## config.mk

```make
export PLATFORM = sky130hd
export DESIGN_NAME = core_ex_port_flat
export DESIGN_NICKNAME = d
export VERILOG_FILES = /design/src/rtl/core_ex_port_pkg.sv /design/src/rtl/core_ex_port_if.sv /design/src/rtl/core_ex_reservation.sv /design/src/rtl/core_ex_port.sv /design/src/flat_wrapper.sv
export SDC_FILE = /design/constraint.sdc
export NUM_CORES = 1
export LEC_CHECK = 0
export BUFFER_PORTS_ARGS = -buffer_cell sky130_fd_sc_hd__buf_2
export CORE_ASPECT_RATIO = 0.9
export CORE_MARGIN = 1
export CORE_UTILIZATION = 40
export CTS_BUF_LIST = sky130_fd_sc_hd__clkbuf_8
export CTS_CLUSTER_SIZE = 30
export DETAILED_ROUTE_END_ITERATION = 16
export PLACE_DENSITY = 0.66
export REMOVE_ABC_BUFFERS = 1
export SLEW_MARGIN = 20
export SYNTH_ARGS = -nofsm -noshare
export SYNTH_HDL_FRONTEND = slang
export SYNTH_SLANG_ARGS = --single-unit
```

## constraint.sdc

```tcl
create_clock -name clk -period 2.45 [get_ports clk]
set_clock_uncertainty 0.1 [all_clocks]
set_input_delay 0.1225 -clock clk [delete_from_list [all_inputs] [get_ports clk]]
set_output_delay 0.1225 -clock clk [all_outputs]
set_load 0.01 [all_outputs]
```

## src/rtl/core_ex_port_pkg.sv

```systemverilog
// Shared types for the core-side exclusive access port.
package core_ex_port_pkg;

    typedef logic [31:0] word;
    typedef logic [29:0] word_addr;
    typedef logic [27:0] line_addr;

    typedef enum logic [1:0] {
        AVL_OKAY   = 2'b00,
        AVL_SLVERR = 2'b10
    } avl_resp;

    typedef enum logic [1:0] {
        PORT_IDLE,
        PORT_READ,
        PORT_WRITE,
        PORT_DONE
    } port_state;

    // Reservation granule: the word address with its in-line offset dropped.
    function automatic line_addr line_of(input word_addr addr);
        return addr[29:2];
    endfunction

endpackage

```

## src/rtl/core_ex_port_if.sv

```systemverilog
// Avalon-MM link between a core port (master) and its cache (slave).
interface core_ex_port_if;
    import core_ex_port_pkg::*;

    word_addr   address;
    logic       read;
    logic       write;
    logic       lock;
    word        writedata;
    logic       waitrequest;
    word        readdata;
    logic [1:0] response;

    modport master (
        output address, read, write, lock, writedata,
        input  waitrequest, readdata, response
    );

    modport slave (
        input  address, read, write, lock, writedata,
        output waitrequest, readdata, response
    );

endinterface

```

## src/rtl/core_ex_reservation.sv

```systemverilog
// Local exclusive reservation: one line, set by ldrex, cleared by strex/clrex.
module core_ex_reservation
    import core_ex_port_pkg::*;
(
    input  logic     clk,
    input  logic     rst,
    input  logic     set,
    input  logic     clr,
    input  logic     clrex,
    input  line_addr line_in,
    output logic     match
);

    logic     valid;
    line_addr line;

    // Reservation register; clrex overrides any same-cycle set or clear.
    always_ff @(posedge clk) begin
        if (rst) begin
            valid <= 1'b0;
            line  <= '0;
        end else if (clrex || clr) begin
            valid <= 1'b0;
        end else if (set) begin
            valid <= 1'b1;
            line  <= line_in;
        end
    end

    // A clrex arriving with the strex must make that strex fail locally.
    assign match = valid && !clrex && (line == line_in);

endmodule

```

## src/rtl/core_ex_port.sv

```systemverilog
// Core-side initiator for plain and exclusive word accesses to the cache port.
module core_ex_port
    import core_ex_port_pkg::*;
(
    input  logic     clk,
    input  logic     rst,
    input  logic     core_start,
    input  logic     core_write,
    input  logic     core_ex,
    input  logic     core_clrex,
    input  word_addr core_address,
    input  word      core_writedata,
    output logic     core_busy,
    output logic     core_ready,
    output word      core_readdata,
    output logic     core_ex_fail,
    core_ex_port_if.master avl
);

    port_state state;
    logic      accept;
    logic      res_set;
    logic      res_clr;
    logic      res_match;

    assign accept  = (state == PORT_IDLE) && core_start;
    assign res_set = accept && !core_write && core_ex;
    assign res_clr = accept && core_write && core_ex;

    core_ex_reservation u_res (
        .clk     (clk),
        .rst     (rst),
        .set     (res_set),
        .clr     (res_clr),
        .clrex   (core_clrex),
        .line_in (line_of(core_address)),
        .match   (res_match)
    );

    // Request sequencing; bus and core outputs are all registered here.
    always_ff @(posedge clk) begin
        if (rst) begin
            state         <= PORT_IDLE;
            avl.address   <= '0;
            avl.read      <= 1'b0;
            avl.write     <= 1'b0;
            avl.lock      <= 1'b0;
            avl.writedata <= '0;
            core_busy     <= 1'b0;
            core_ready    <= 1'b0;
            core_readdata <= '0;
            core_ex_fail  <= 1'b0;
        end else begin
            core_ready <= 1'b0;
            unique case (state)
                PORT_IDLE: begin
                    if (core_start) begin
                        core_busy    <= 1'b1;
                        core_ex_fail <= 1'b0;
                        if (!core_write) begin
                            avl.address <= core_address;
                            avl.read    <= 1'b1;
                            avl.lock    <= core_ex;
                            state       <= PORT_READ;
                        end else if (!core_ex || res_match) begin
                            avl.address   <= core_address;
                            avl.write     <= 1'b1;
                            avl.writedata <= core_writedata;
                            avl.lock      <= core_ex;
                            state         <= PORT_WRITE;
                        end else begin
                            core_ex_fail <= 1'b1;
                            core_ready   <= 1'b1;
                            state        <= PORT_DONE;
                        end
                    end
                end
                PORT_READ: begin
                    if (!avl.waitrequest) begin
                        avl.read      <= 1'b0;
                        avl.lock      <= 1'b0;
                        core_readdata <= avl.readdata;
                        core_ready    <= 1'b1;
                        state         <= PORT_DONE;
                    end
                end
                PORT_WRITE: begin
                    if (!avl.waitrequest) begin
                        avl.write    <= 1'b0;
                        avl.lock     <= 1'b0;
                        core_ex_fail <= avl.lock && ((avl.response & AVL_SLVERR) != '0);
                        core_ready   <= 1'b1;
                        state        <= PORT_DONE;
                    end
                end
                PORT_DONE: begin
                    core_busy <= 1'b0;
                    state     <= PORT_IDLE;
                end
                default: state <= PORT_IDLE;
            endcase
        end
    end

endmodule

```

## src/flat_wrapper.sv

```systemverilog
// flat-port wrapper written by rule: the top's interface ports become plain ports
module core_ex_port_flat import core_ex_port_pkg::*;
  (clk, rst, core_start, core_write, core_ex, core_clrex, core_address, core_writedata, core_busy, core_ready, core_readdata, core_ex_fail, avl_address, avl_read, avl_write, avl_lock, avl_writedata, avl_waitrequest, avl_readdata, avl_response);
  core_ex_port_if avl_i ();
  input  logic clk;
  input  logic rst;
  input  logic core_start;
  input  logic core_write;
  input  logic core_ex;
  input  logic core_clrex;
  input  word_addr core_address;
  input  word core_writedata;
  output logic core_busy;
  output logic core_ready;
  output word core_readdata;
  output logic core_ex_fail;
  output wire logic [$bits(avl_i.address)-1:0] avl_address;
  output wire logic [$bits(avl_i.read)-1:0] avl_read;
  output wire logic [$bits(avl_i.write)-1:0] avl_write;
  output wire logic [$bits(avl_i.lock)-1:0] avl_lock;
  output wire logic [$bits(avl_i.writedata)-1:0] avl_writedata;
  input wire logic [$bits(avl_i.waitrequest)-1:0] avl_waitrequest;
  input wire logic [$bits(avl_i.readdata)-1:0] avl_readdata;
  input wire logic [$bits(avl_i.response)-1:0] avl_response;
  assign avl_address = avl_i.address;
  assign avl_read = avl_i.read;
  assign avl_write = avl_i.write;
  assign avl_lock = avl_i.lock;
  assign avl_writedata = avl_i.writedata;
  assign avl_i.waitrequest = avl_waitrequest;
  assign avl_i.readdata = avl_readdata;
  assign avl_i.response = avl_response;
  core_ex_port u_core (.clk(clk), .rst(rst), .core_start(core_start), .core_write(core_write), .core_ex(core_ex), .core_clrex(core_clrex), .core_address(core_address), .core_writedata(core_writedata), .core_busy(core_busy), .core_ready(core_ready), .core_readdata(core_readdata), .core_ex_fail(core_ex_fail), .avl(avl_i));
endmodule
```

==> impl.org, run 1 <==
** Run status
- Status :: finished, final reports clean

** Routing
- Number of DRC violations after detailed-routing iteration 0 :: 263
- WL/cell :: 12.2 microns
- The routed layout has 5080 vias.
- The first detailed-routing pass ran for 4 iterations.
- Dividing the detail-routed via count by the number of cells gives 4.48.
- Total Routed Length :: 13900 microns
- The detail route stage leaves a number of antenna-violating nets equal to 0.
- For this run, design rule violations remaining after detail routing come to 0.

** Global route
- Antenna violations before repair :: 0
- Entering global routing, the biggest net connects 96 pins.
- The first global-routing pass estimated 22000 microns of wire.
- The number of global-route vias before repair is 4710.
- Global route total overflow :: 0
- Across every metal layer, demand over resource in global routing totals 0.188.

** Critical path
- For this run, the slowest stage of the critical path takes 0.53 ns.
- The most critical setup path has its startpoint at core_address[26].
- Critical Path End Type :: flop
- Required time of the worst setup path :: 2.70 ns
- Highest-delay cell along the critical path :: sky130_fd_sc_hd__dlygate4sd3_1
- Critical Path AT :: 2.52 ns
- Along the worst path, the maximum fanout reaches 32.
- STA classifies the critical path startpoint as an input pin.
- The worst register-to-register path begins at u_core.u_res.line[14].
- The critical path in this run is classified as input pin to flop.
- Walking the worst path, the cells encountered are dlygate4sd3_1 -> buf_2 -> xnor2_1 -> nand4_1 -> nor4_2 -> a21boi_2 -> nor3b_4 -> buf_12 -> mux2i_1.

** Yosys
- Mean instance size in the synthesized netlist :: 9.01 sq um
- After technology mapping, the gate count stands at 637.
- Portion of the post-synthesis area used by sequential elements :: 0.457
- After synthesis the netlist holds a flip-flop and latch count of 131.
- Total of warnings raised by yosys :: 0
- Synthesis instantiated 36 different standard cells from the library.
- Netlist Area Pre-Place :: 5740 sq um

** Timing
- Measured against its own limit, the worst slew margin works out to 0.485.
- The final-report max-slew violation count is 0.
- At the pin with the least slew margin, the transition time is 0.773 ns.
- Unrepaired setup endpoints after global routing :: no
- Of the available clock period, the critical path in the final layout requires 0.925.
- Hold is met by 0.0620 ns.
- The total count of hold-check failures in the final report came to 0.
- Achievable Freq :: 441 MHz
- Number of endpoints failing setup at the final stage :: 0
- The routed design could run at a clock period as short as 2.27 ns.

** Clock network
- Counting along the longest clock path gives a buffer depth of 2.
- Number of gates resized after CTS :: 0
- The later pin in the worst-skew pair is clocked with a latency of 0.44 ns.
- TritonCTS built the clock tree.
- CTS saw 131 sinks.
- After clock tree synthesis, the clock-pin slew on the worst setup and hold paths is 0.07 ns.
- Number of H-tree levels :: 4
- Post CTS Setup Buffer Count :: 0
- Cts bufs inserted :: 17
- Cts hold-fix bufs :: 98
- The root buffer cell chosen for the clock tree is sky130_fd_sc_hd__clkbuf_8.

** Floorplan
- The die covers 14800 sq um.
- Initial Util :: 0.410
- The die is 116 microns tall.
- Ports placed on the boundary :: 203
- The die is 128 microns wide.
- Area of the core region :: 14000 sq um
- Total number of placement rows :: 41

** Power and ir drop
- Of the total power, registers draw 0.412.
- PD cells :: 724 nW/um^2
- Switching power share of the total :: 0.297
- In this run the power spent charging and discharging nets is 1.79 mW.
- Leakage power :: 3.47 nW
- Worst voltage drop across the vdd grid :: 487 uV
- Of the total power, the clock network draws 0.330.
- The share of total power dissipated in combinational logic is 0.257.
- Internal power :: 4.24 mW

** Layout
- The repair_antennas step left the layout with diodes totalling 0.
- In the final design database the tool counted 1035 nets.
- The layout has 1217 filler cells.
- The area growth from synthesis to layout is 45.1%.
- Fraction of layout cells with a size suffix above 1 :: 0.271
- Fraction of the core area covered by cells at the end of the flow :: 0.595
- Leaving out fill and tap cells, the most frequent cell in the layout is sky130_fd_sc_hd__buf_2.
- Most used cells in the layout excluding fill and tap cells :: sky130_fd_sc_hd__buf_2, sky130_fd_sc_hd__dfxtp_1, sky130_fd_sc_hd__nand2_1, sky130_fd_sc_hd__nand2b_1, sky130_fd_sc_hd__dlygate4sd3_1

** Run
- Across the run, the number of max-cap violations was 0.

** Worst hold path
- Worst hold path type :: input pin to flop
- The startpoint identified for the worst hold timing path is core_write.

** Placed design
- Final weighted congestion in routability-driven placement :: 0.696
- The count of buffers added on input and output ports is 201.
- Post-detail-place hpwl :: 8600 microns
==> path summary, 6_finish.rpt <==
kind | slack (ns) | end | cells past startpoint
setup / recovery | 0.18 | u_core.avl.writedata[10] | 9
hold / removal | 0.06 | u_core.state[0] | 4
setup reg to reg | 0.21 | u_core.avl.writedata[10] | 7
hold reg to reg | 0.35 | u_core.core_readdata[9] | 2
==> sequential cells by signal (all words and copies together) (netlist names) <==
register	cells
u_core.avl.writedata	32
u_core.avl.read	1
u_core.avl.write	1
u_core.core_busy	1
u_core.state	2
u_core.avl.lock	1
u_core.core_ready	1
u_core.core_ex_fail	1
u_core.avl.address	30
u_core.u_res.valid	1
u_core.core_readdata	32
u_core.u_res.line	28
==> metrics by stage <==
stage               worst slack [ns]  total power [mW]  setup TNS [ns]  instance area, sq um  instances
finish                         0.185              6.03               0                  8330       1134
global route                  0.0472              6.37               0                  8330       1134
CTS                            0.234              6.09               0                  8330       1134
detailed placement             0.269              3.97               0                  6910       1004
global placement               0.302              3.95               0                  6910       1004
floorplan                     -0.945              3.38          -30.24                  5500        595
==> Yosys cell counts, drive strengths merged <==
master / number / area share
ha: 4 / 0.0087
a41oi: 1 / 0.0015
nand4: 6 / 0.0065
nand3: 4 / 0.0035
a21boi: 1 / 0.0020
nor4b: 1 / 0.0041
mux2i: 62 / 0.11
nand3b: 2 / 0.0026
inv: 4 / 0.0026
o22ai: 1 / 0.0011
a221oi: 1 / 0.0015
nor3b: 1 / 0.0022
o21a: 1 / 0.0013
dfxtp: 131 / 0.46
clkbuf: 34 / 0.022
nand2: 126 / 0.084
a31o: 1 / 0.0015
a2111oi: 2 / 0.0031
a211oi: 1 / 0.0013
nor4: 3 / 0.0054
buf: 8 / 0.019
xnor2: 28 / 0.043
nor2b: 5 / 0.0054
o21ai: 4 / 0.0035
nor3: 4 / 0.0035
or2b: 4 / 0.0052
nor2: 8 / 0.0052
nand2b: 122 / 0.13
a21oi: 65 / 0.059
a32o: 1 / 0.0017
mux2: 1 / 0.0020
==> logic make-up (layout without fill, tap and decap cells) <==
logic type	Yosys count	count (layout)	share of synthesized area
simple gates	286	286	0.260
flops	131	131	0.457
compound gates	79	79	0.0772
mux	63	63	0.110
buf+inv	46	350	0.0440
xor+xnor	28	28	0.0427
fa+ha+maj	4	4	0.00872
==> power groups by stage <==
| stage | sequential, mW | combinational [mW] | clock (mW) |
|---|---|---|---|
| 6_report | 2.49 | 1.55 | 1.99 |
| 5_1_grt | 2.52 | 1.71 | 2.15 |
| 3_5_place_dp | 2.53 | 1.44 | 0 |
| 2_1_floorplan | 2.63 | 0.756 | 0 |
| 3_3_place_gp | 2.53 | 1.42 | 0 |
| 4_1_cts | 2.49 | 1.56 | 2.05 |
==> cell type report <==
class                           count  area, sq um  share of cell area
Clock inverter                     14          188              0.0225
Tap cell                          193          241              0.0290
Timing Repair Buffer              314         2140               0.257
Clock buffer                       18          248              0.0297
Multi-Input combinational cell    460         2870               0.345
Inverter                            4         15.0             0.00180
Sequential cell                   131         2620               0.315
==> routing by layer <==
metal  vias up  share of wire  GRT usage
met2       125           0.48      0.308
met1      2280           0.46      0.231
met4         0          0.014     0.0620
met3        14          0.050     0.0637
met5         -              0          0
li1       2661              -          -
==> worst max-delay path: cells and delay by family <==
family	cells	cell delay (ns)
AOI/OAI and AO/OA	1	0.19
xor gates and xnor gates	1	0.19
buffers and inverters	3	0.93
muxes	1	0.26
and+or+nand+nor	3	0.83
Power figures use the tool's default switching activity.
==> run 2: changes to the inputs <==
CELL_PAD_IN_SITES_DETAIL_PLACEMENT = 0   (was unset)
CELL_PAD_IN_SITES_GLOBAL_PLACEMENT = 2   (was unset)
CORE_UTILIZATION = 29   (was 40)
PLACE_DENSITY = unset   (was 0.66)
PLACE_DENSITY_LB_ADDON = 0.1   (was unset)
SYNTH_HIERARCHICAL = 1   (was unset)
==> run 2 against run 1 <==
- first-iteration DRC count is 32% lower
- routed wire length up 9.5%
- non-clock buffer count increased by 4
- cell count grew 5.6%
- largest cell class unchanged
- area after synthesis down 4.6%
- power fell by 1.8%
- sequential share of layout area grew 0.30 points
- fmax decreased by 4.0%
- register-to-register slack got worse by 0.09 ns
- die area grew 31%
- count of clock-buffer cells in the layout unchanged
- combinational power about the same
- largest power group unchanged
==> impl.org, run 2 <==
** Clock network
- The count of clock tree sinks is 131 (unchanged).
- Clk pin slew, worst setup/hold paths :: 0.08 ns (about the same)
- The clock latency reported for the late side of the worst-skew pair was 0.44 ns (about the same).
- Number of H-tree levels :: 4 (unchanged)
- Clock Path Buffers :: 2 (unchanged)
- The number of buffers inserted during clock tree synthesis is 17 (unchanged).
- TritonCTS built the clock tree.
- CTS root buffer :: sky130_fd_sc_hd__clkbuf_8

** Routing
- The per-cell routed wire length is 12.7 microns (+3.7%).
- Total Routed Length :: 15200 microns (+9.5%)
- Pre-Repair DR Iteration Count :: 4 (unchanged)
- The via density per instance is 4.37 (-2.5%).
- Antenna violation net count after detailed routing :: 0 (unchanged)
- The detailed router's first-iteration violation count is 180 (-32%).
- Total number of vias :: 5230 (+3.0%)
- The number of design rule violations left after detail routing is 0 (unchanged).

** Floorplan
- Initial Util :: 0.297 (-0.113)
- Area of the core region :: 18500 sq um (+32%)
- The height of the die was 132 microns (+14%).
- The floorplan die area came to 19400 sq um (+31%).
- Width of the chip :: 147 microns (+14%)
- Total number of placement rows :: 47 (+15%)
- The number of top-level pins was 203 (unchanged).

** Yosys
- The distinct cell type count after synthesis is 44 (+22%).
- Total of warnings raised by yosys :: 6 (+6)
- Most frequently used flop master after synthesis :: sky130_fd_sc_hd__dfxtp_1
- The share of synthesized flip-flops with an asynchronous set or reset was 0 (unchanged).
- The post-synthesis instance area was 5480 sq um (-4.6%).
- The sequential element share of the synthesized area was 0.479 (+0.0220).
- The flip-flop and latch count after synthesis was 131 (unchanged).
- Ranked by instance count, the synthesized netlist is headed by sky130_fd_sc_hd__nand2_1, sky130_fd_sc_hd__dfxtp_1, sky130_fd_sc_hd__mux2i_1, sky130_fd_sc_hd__a21oi_1, sky130_fd_sc_hd__xor2_1.
- Biggest area contributors in the synthesized netlist :: sky130_fd_sc_hd__dfxtp_1, sky130_fd_sc_hd__nand2_1, sky130_fd_sc_hd__mux2i_1
- Synth top area share :: 0.479 (+0.0220)
- The cell count after synthesis was 646 (+1.4%).
- sky130_fd_sc_hd__dfxtp_1 takes more of the synthesized area than any other cell.
- Mean instance size in the synthesized netlist :: 8.48 sq um (-5.9%)
- The number of enable-type register cells in the synthesized netlist was 0 (unchanged).
- Most instantiated library cell after synthesis :: sky130_fd_sc_hd__nand2_1

** Timing
- The worst slack on hold paths came to 0.0557 ns (-0.00630 ns).
- The minimum clock period is 2.36 ns (+0.0941 ns).
- Number of endpoints failing setup at the final stage :: 0 (unchanged)
- The fmax came to 424 MHz (-4.0%).
- Max-Slew Margin vs Limit :: 0.570 (+0.0852)
- The share of the clock period used by the worst path after layout is 0.963 (+0.0384).
- The transition at the pin with the smallest max-transition slack came to 0.645 ns (-0.128 ns).
- The final-report max-slew violation count came to 0 (unchanged).
- The total count of hold-check failures in the final report is 0 (unchanged).
- Unrepaired setup endpoints after global routing :: yes

** Power and ir drop
- Leakage power :: 3.62 nW (+4.1%)
- The power per standard cell area came to 718 nW/um^2 (-0.84%).
- Worst voltage drop across the vdd grid :: 364 uV (-25%)

** Global route
- The global-route wire length before repair came to 23800 microns (+7.9%).
- Number of global-route vias before repair :: 4860 (+3.2%)
- The initial antenna violation count came to 0 (unchanged).
- Maximum number of pins on one net before global-route repair :: 125 (+30%)
- The overall overflow remaining after global route is 0 (unchanged).
- Gr usage total :: 0.154 (-0.0339)

** Critical path
- Top fanout value on the critical path :: 8 (-75%)
- Critical Path AT :: 2.63 ns (+0.11 ns)
- Type of the setup path with the least slack :: input pin to flop
- Required time of the worst setup path :: 2.72 ns (+0.02 ns)
- The reg-to-reg setup timing slack came to 0.12 ns (-0.09 ns).
- STA classifies the critical path endpoint as a flop.
- The worst setup path is launched from an input pin.

** Placed design
- The total cell area at the placement stage came to 6710 sq um (-2.9%).
- The half-perimeter wire length after placement was 9800 microns (+14%).
- Number of buffers added on ports :: 201 (unchanged)
- The global placement routability congestion was 0.746 (+7.3%).

** Layout
- Fraction of layout cells with a size suffix above 1 :: 0.273 (+0.00183)
- Largest registers in the final layout :: u_core/avl.writedata (32), u_core/core_readdata (32), u_core/avl.address (30)
- From synthesis to final layout, the design area changed by 50.6%.
- Number of filler instances in the final layout :: 1885 (+55%)
- The final antenna diode count is 0 (unchanged).
- Final instance area :: 8250 sq um (-0.95%)
- Leaving out fill and tap cells, the most frequent cell in the layout is sky130_fd_sc_hd__nand2_1.
- Most used cells in the layout excluding fill and tap cells :: sky130_fd_sc_hd__nand2_1, sky130_fd_sc_hd__buf_2, sky130_fd_sc_hd__dfxtp_1, sky130_fd_sc_hd__dlygate4sd3_1, sky130_fd_sc_hd__mux2i_1
- Number of nets in the final layout :: 1049 (+1.4%)

** Run
- Max-capacitance violation count :: 0 (unchanged)

** Worst hold path
- Worst hold path type :: input pin to flop

** Run status
- The flow ran to the end, and the final reports show no timing, DRC or antenna violations.
-- run 2: cell count changes after synthesis, sizes merged, moves of 3 or more --
cell | before | now
inv | 4 | 7
xnor2 | 28 | 9
nand2 | 126 | 249
nand4 | 6 | 3
xor2 | 0 | 19
nand2b | 122 | 7
clkbuf | 34 | 14
a21oi | 65 | 62
buf | 8 | 29
nor2b | 5 | 2
or2b | 4 | 1
-- run 2: kinds of logic after synthesis --
| logic type | after synthesis | synth area share |
|---|---|---|
| AOI/OAI and AO/OA | 78 | 0.0795 |
| and+or+nand+nor | 290 | 0.219 |
| DFF | 131 | 0.479 |
| muxes | 63 | 0.115 |
| buffers and inverters | 50 | 0.0491 |
| adders and majority gates | 6 | 0.0137 |
| xor gates and xnor gates | 28 | 0.0448 |
-- run 2: area by class of cell --
type,count,area (sq um),area share
well taps,245,307,0.0372
flip-flops and latches,131,2620,0.318
clock buffers,18,248,0.0300
repair buffers,318,2250,0.273
inverters,7,28.8,0.00349
clock inverters,14,155,0.0188
multi-input cells,465,2640,0.320
-- run 2: worst paths after layout --
path,start,end,cells after the start
setup / recovery,core_address[17],u_core/avl.writedata[16],11
hold / removal,core_write,u_core/state[0],3
setup reg to reg,u_core/u_res/line[15],u_core/avl.writedata[16],9
hold reg to reg,u_core/core_readdata[11],u_core/core_readdata[11],2
-- run 2: metrics by stage --
stage          total power [mW]  setup slack (ns)  instances  utilization  setup TNS, ns
2_1_floorplan              3.35             -1.14        603            -         -71.13
5_1_grt                    6.29           -0.0618       1198        0.447          -1.22
3_5_place_dp               3.94           -0.0127       1060        0.363        -0.0177
6_report                   5.92            0.0906       1198        0.447              0
4_1_cts                    6.00           0.00240       1193        0.442              0
3_3_place_gp               3.91            0.0358       1060        0.363              0
-- run 2: metal layers --
metal / global-route usage / vias to the layer above / wire length, microns
met4: 0.0480 / 0 / 157
met1: 0.190 / 2383 / 7050
met3: 0.0460 / 14 / 904
met5: 0 / - / 0
met2: 0.256 / 131 / 7090
li1: - / 2702 / -
-- run 2: power by group --
part           internal [mW]  switching (mW)
registers               2.36           0.120
clock network          0.942           0.933
logic                  0.740           0.828
-- run 2: timing repair --
action,in CTS,in global routing
pin swaps,2,0
setup buffers,0,3
hold buffers,100,0
resized for setup,5,1
setup endpoints to repair,26,33
endpoints found under the hold margin,128,0
cloned,1,2
-- run 2: critical path, stage by stage --
cell                            delay [ns]
sky130_fd_sc_hd__dlygate4sd3_1        0.54
sky130_fd_sc_hd__buf_2                0.14
sky130_fd_sc_hd__xor2_1               0.15
sky130_fd_sc_hd__nor4_2               0.28
sky130_fd_sc_hd__nand4b_1             0.19
sky130_fd_sc_hd__nor4_4               0.29
sky130_fd_sc_hd__nand2b_4             0.18
sky130_fd_sc_hd__nor3b_4              0.19
sky130_fd_sc_hd__buf_4                0.18
sky130_fd_sc_hd__clkbuf_16            0.17
sky130_fd_sc_hd__mux2i_1              0.17
==> run 3: changes to the inputs <==
CELL_PAD_IN_SITES_GLOBAL_PLACEMENT = 1   (was 2)
CORE_UTILIZATION = 37   (was 29)
==> run 3 against run 2 <==
- count of clock-buffer cells in the layout is 3 higher
- hold slack got worse by 0.0093 ns
- non-clock buffer count decreased by 1
- fmax rose by 0.44%
- global-route usage up 3.2 points
- first-iteration DRC count is 2.8% higher
- register-to-register slack gained 0.02 ns
- cell count is 4.6% lower
- routed wire length fell by 4.7%
- largest power group unchanged
==> impl.org, run 3 (synthesis results as in run 2) <==
** Global route
- Global route total overflow :: 0 (unchanged)
- The global-route wire length before repair came to 22400 microns (-5.9%).
- The overall fraction of global-route tracks in use was 0.186 (+0.0321).
- Antenna violations before repair :: 1 (+1)
- The maximum number of pins on one net before global-route repair was 63 (-50%).
- Number of global-route vias before repair :: 4865 (+0.10%)

** Routing
- Number of DRC violations after detailed-routing iteration 0 :: 185 (+2.8%)
- The total wire length after detailed routing came to 14500 microns (-4.7%).
- WL/cell :: 12.7 microns (-0.17%)
- The via density per instance came to 4.61 (+5.7%).
- Pre-Repair DR Iteration Count :: 4 (unchanged)
- The via count came to 5274 (+0.84%).
- DRC violation count after routing :: 0 (unchanged)
- Antenna violation net count after detailed routing :: 0 (unchanged)

** Critical path
- Required time of the worst setup path :: 2.71 ns (about the same)
- Element type at the critical path start :: input pin
- Worst reg2reg endpoint :: u_core/avl.writedata[0]
- Critical-path cell list :: dlygate4sd3_1 -> buf_2 -> xor2_1 -> nor4_2 -> nand4b_1 -> nor4_4 -> nand2b_1 -> nor3b_4 -> buf_4 -> clkbuf_16 -> mux2i_1
- The path depth of the worst reg2reg path came to 9 (unchanged).
- Register-to-register path setup slack :: 0.14 ns (+0.02 ns)
- Critical Path End Type :: flop
- The slowest stage of the critical path belongs to the cell sky130_fd_sc_hd__dlygate4sd3_1.
- The critical path ends at u_core/avl.writedata[0].
- The worst setup path is of the input pin to flop kind.
- In this run the critical register-to-register path is launched from u_core/u_res/line[15].
- The data arrival at the endpoint of the critical path is 2.61 ns (-0.02 ns).
- Tracing the worst setup path back leads to its startpoint at core_address[17].
- CP max stage delay :: 0.53 ns (about the same)
- The maximum fanout along the worst path is 16 (+8).

** Run
- The number of max-capacitance violations reported is 0 (unchanged).

** Layout
- Final instance area :: 8120 sq um (-1.5%)
- The largest registers in the layout are u_core/avl.writedata (32), u_core/core_readdata (32), u_core/avl.address (30).
- Number of diodes added for antenna fixing :: 0 (unchanged)
- The final layout net count was 1048 (-0.095%).
- Most used cells in the layout excluding fill and tap cells :: sky130_fd_sc_hd__nand2_1, sky130_fd_sc_hd__buf_2, sky130_fd_sc_hd__dfxtp_1, sky130_fd_sc_hd__dlygate4sd3_1, sky130_fd_sc_hd__mux2i_1
- Area growth from synthesis to layout :: 48.3%
- Fraction of layout cells with a size suffix above 1 :: 0.266 (-0.00651)
- Commonest non-fill, non-tap cell in the layout :: sky130_fd_sc_hd__nand2_1

** Floorplan
- The floorplan die area is 15300 sq um (-21%).
- The initial standard-cell utilization of the core is 0.385 (+0.0888).
- Area of the core region :: 14200 sq um (-23%)
- The die boundary width was 130 microns (-11%).
- Ports placed on the boundary :: 203 (unchanged)
- Vert. Die Dim :: 117 microns (-11%)
- The number of placement rows came to 41 (-13%).

** Clock network
- Clk pin slew, worst setup/hold paths :: 0.07 ns (about the same)
- CTS tree :: yes
- In this run the clock root is driven by a sky130_fd_sc_hd__clkbuf_8.
- The total number of H-tree levels was 4 (unchanged).
- The largest buffer count on any clock path is 2 (unchanged).
- Clock insertion delay at the later pin of the skew report :: 0.43 ns (about the same)
- The count of clock tree sinks came to 131 (unchanged).
- Cts bufs inserted :: 17 (unchanged)

** Placed design
- The global placement routability congestion was 0.769 (+3.0%).
- Number of buffers added on ports :: 201 (unchanged)
- The half-perimeter wire length after placement was 9560 microns (-2.4%).
- The total cell area at the placement stage is 6670 sq um (-0.63%).
- Post-Place Setup Slack :: 0.0319 ns (+0.0446 ns)

** Worst hold path
- Worst hold path type :: input pin to flop

** Power and ir drop
- Worst voltage drop across the vdd grid :: 471 uV (+29%)
- The power per standard cell area came to 710 nW/um^2 (-1.1%).
- The static leakage power is 3.62 nW (+0.12%).

** Run status
- Status :: finished, final reports clean

** Timing
- The total count of hold-check failures in the final report came to 0 (unchanged).
- The share of the clock period used by the worst path after layout was 0.959 (-0.00425).
- The post-route worst setup slack was 0.101 ns (+0.0104 ns).
- The fmax is 426 MHz (+0.44%).
- Transition time at the pin with the least slew margin :: 0.603 ns (-0.0424 ns)
- Max-Slew Margin vs Limit :: 0.598 (+0.0283)
- The final-report max-slew violation count is 0 (unchanged).
- Setup repair after global routing left no endpoint under its margin.
- Number of endpoints failing setup at the final stage :: 0 (unchanged)
- Time the final worst path needs with I/O delays and setup :: 2.35 ns (-0.0104 ns)
run 3: what timing repair did:
item                                    CTS  global route
hold buffers                             99             0
buffers inserted                          0             1
endpoints found under the hold margin   127             0
endpoints found under the setup margin    0            35
resized for setup                         0             4
run 3: power breakdown:
| part | switching (mW) | internal (mW) |
|---|---|---|
| sequential | 0.124 | 2.36 |
| clock | 0.769 | 0.982 |
| combinational | 0.806 | 0.729 |
run 3: metal layers:
layer	track usage	routed length, microns
met2	0.312	6960
met1	0.218	6460
met4	0.0618	216
met5	0	11
met3	0.0634	826
run 3: final cells by class:
class	count	area, sq um
clock buffers	21	289
well taps	193	241
clock inverters	9	91.3
inverters	7	28.8
repair buffers	317	2220
fillers	1305	6090
flip-flops and latches	131	2620
multi-input cells	465	2630
run 3: critical path: cells and delay by family:
family,cells,cell delay (ns)
buffers and inverters,4,1.06
xor gates and xnor gates,1,0.15
muxes,1,0.20
and+or+nand+nor,5,1.07
run 3: worst min path at each step:
stage,depth (start not counted),startpoint,to,slack (ns)
after floorplan,1,rst,u_core/core_busy,0.09
after CTS,3,core_write,u_core/state[0],0.01
final,3,core_write,u_core/state[0],0.05
after global routing,4,rst,u_core/avl.address[24],0.04
after detailed placement,3,avl_readdata[6],u_core/core_readdata[6],0.27
after global placement,3,avl_readdata[9],u_core/core_readdata[9],0.26
run 3: per-stage QoR:
| stage | utilization | power [mW] | cells | TNS (ns) | hold slack, ns |
|---|---|---|---|---|---|
| floorplan | - | 3.35 | 603 | -71.13 | 0.0916 |
| global placement | 0.469 | 3.89 | 1011 | 0 | 0.264 |
| detailed placement | 0.469 | 3.93 | 1011 | 0 | 0.269 |
| CTS | 0.566 | 5.82 | 1140 | 0 | 0.0132 |
| global route | 0.572 | 6.12 | 1143 | 0 | 0.0374 |
| finish | 0.572 | 5.77 | 1143 | 0 | 0.0464 |
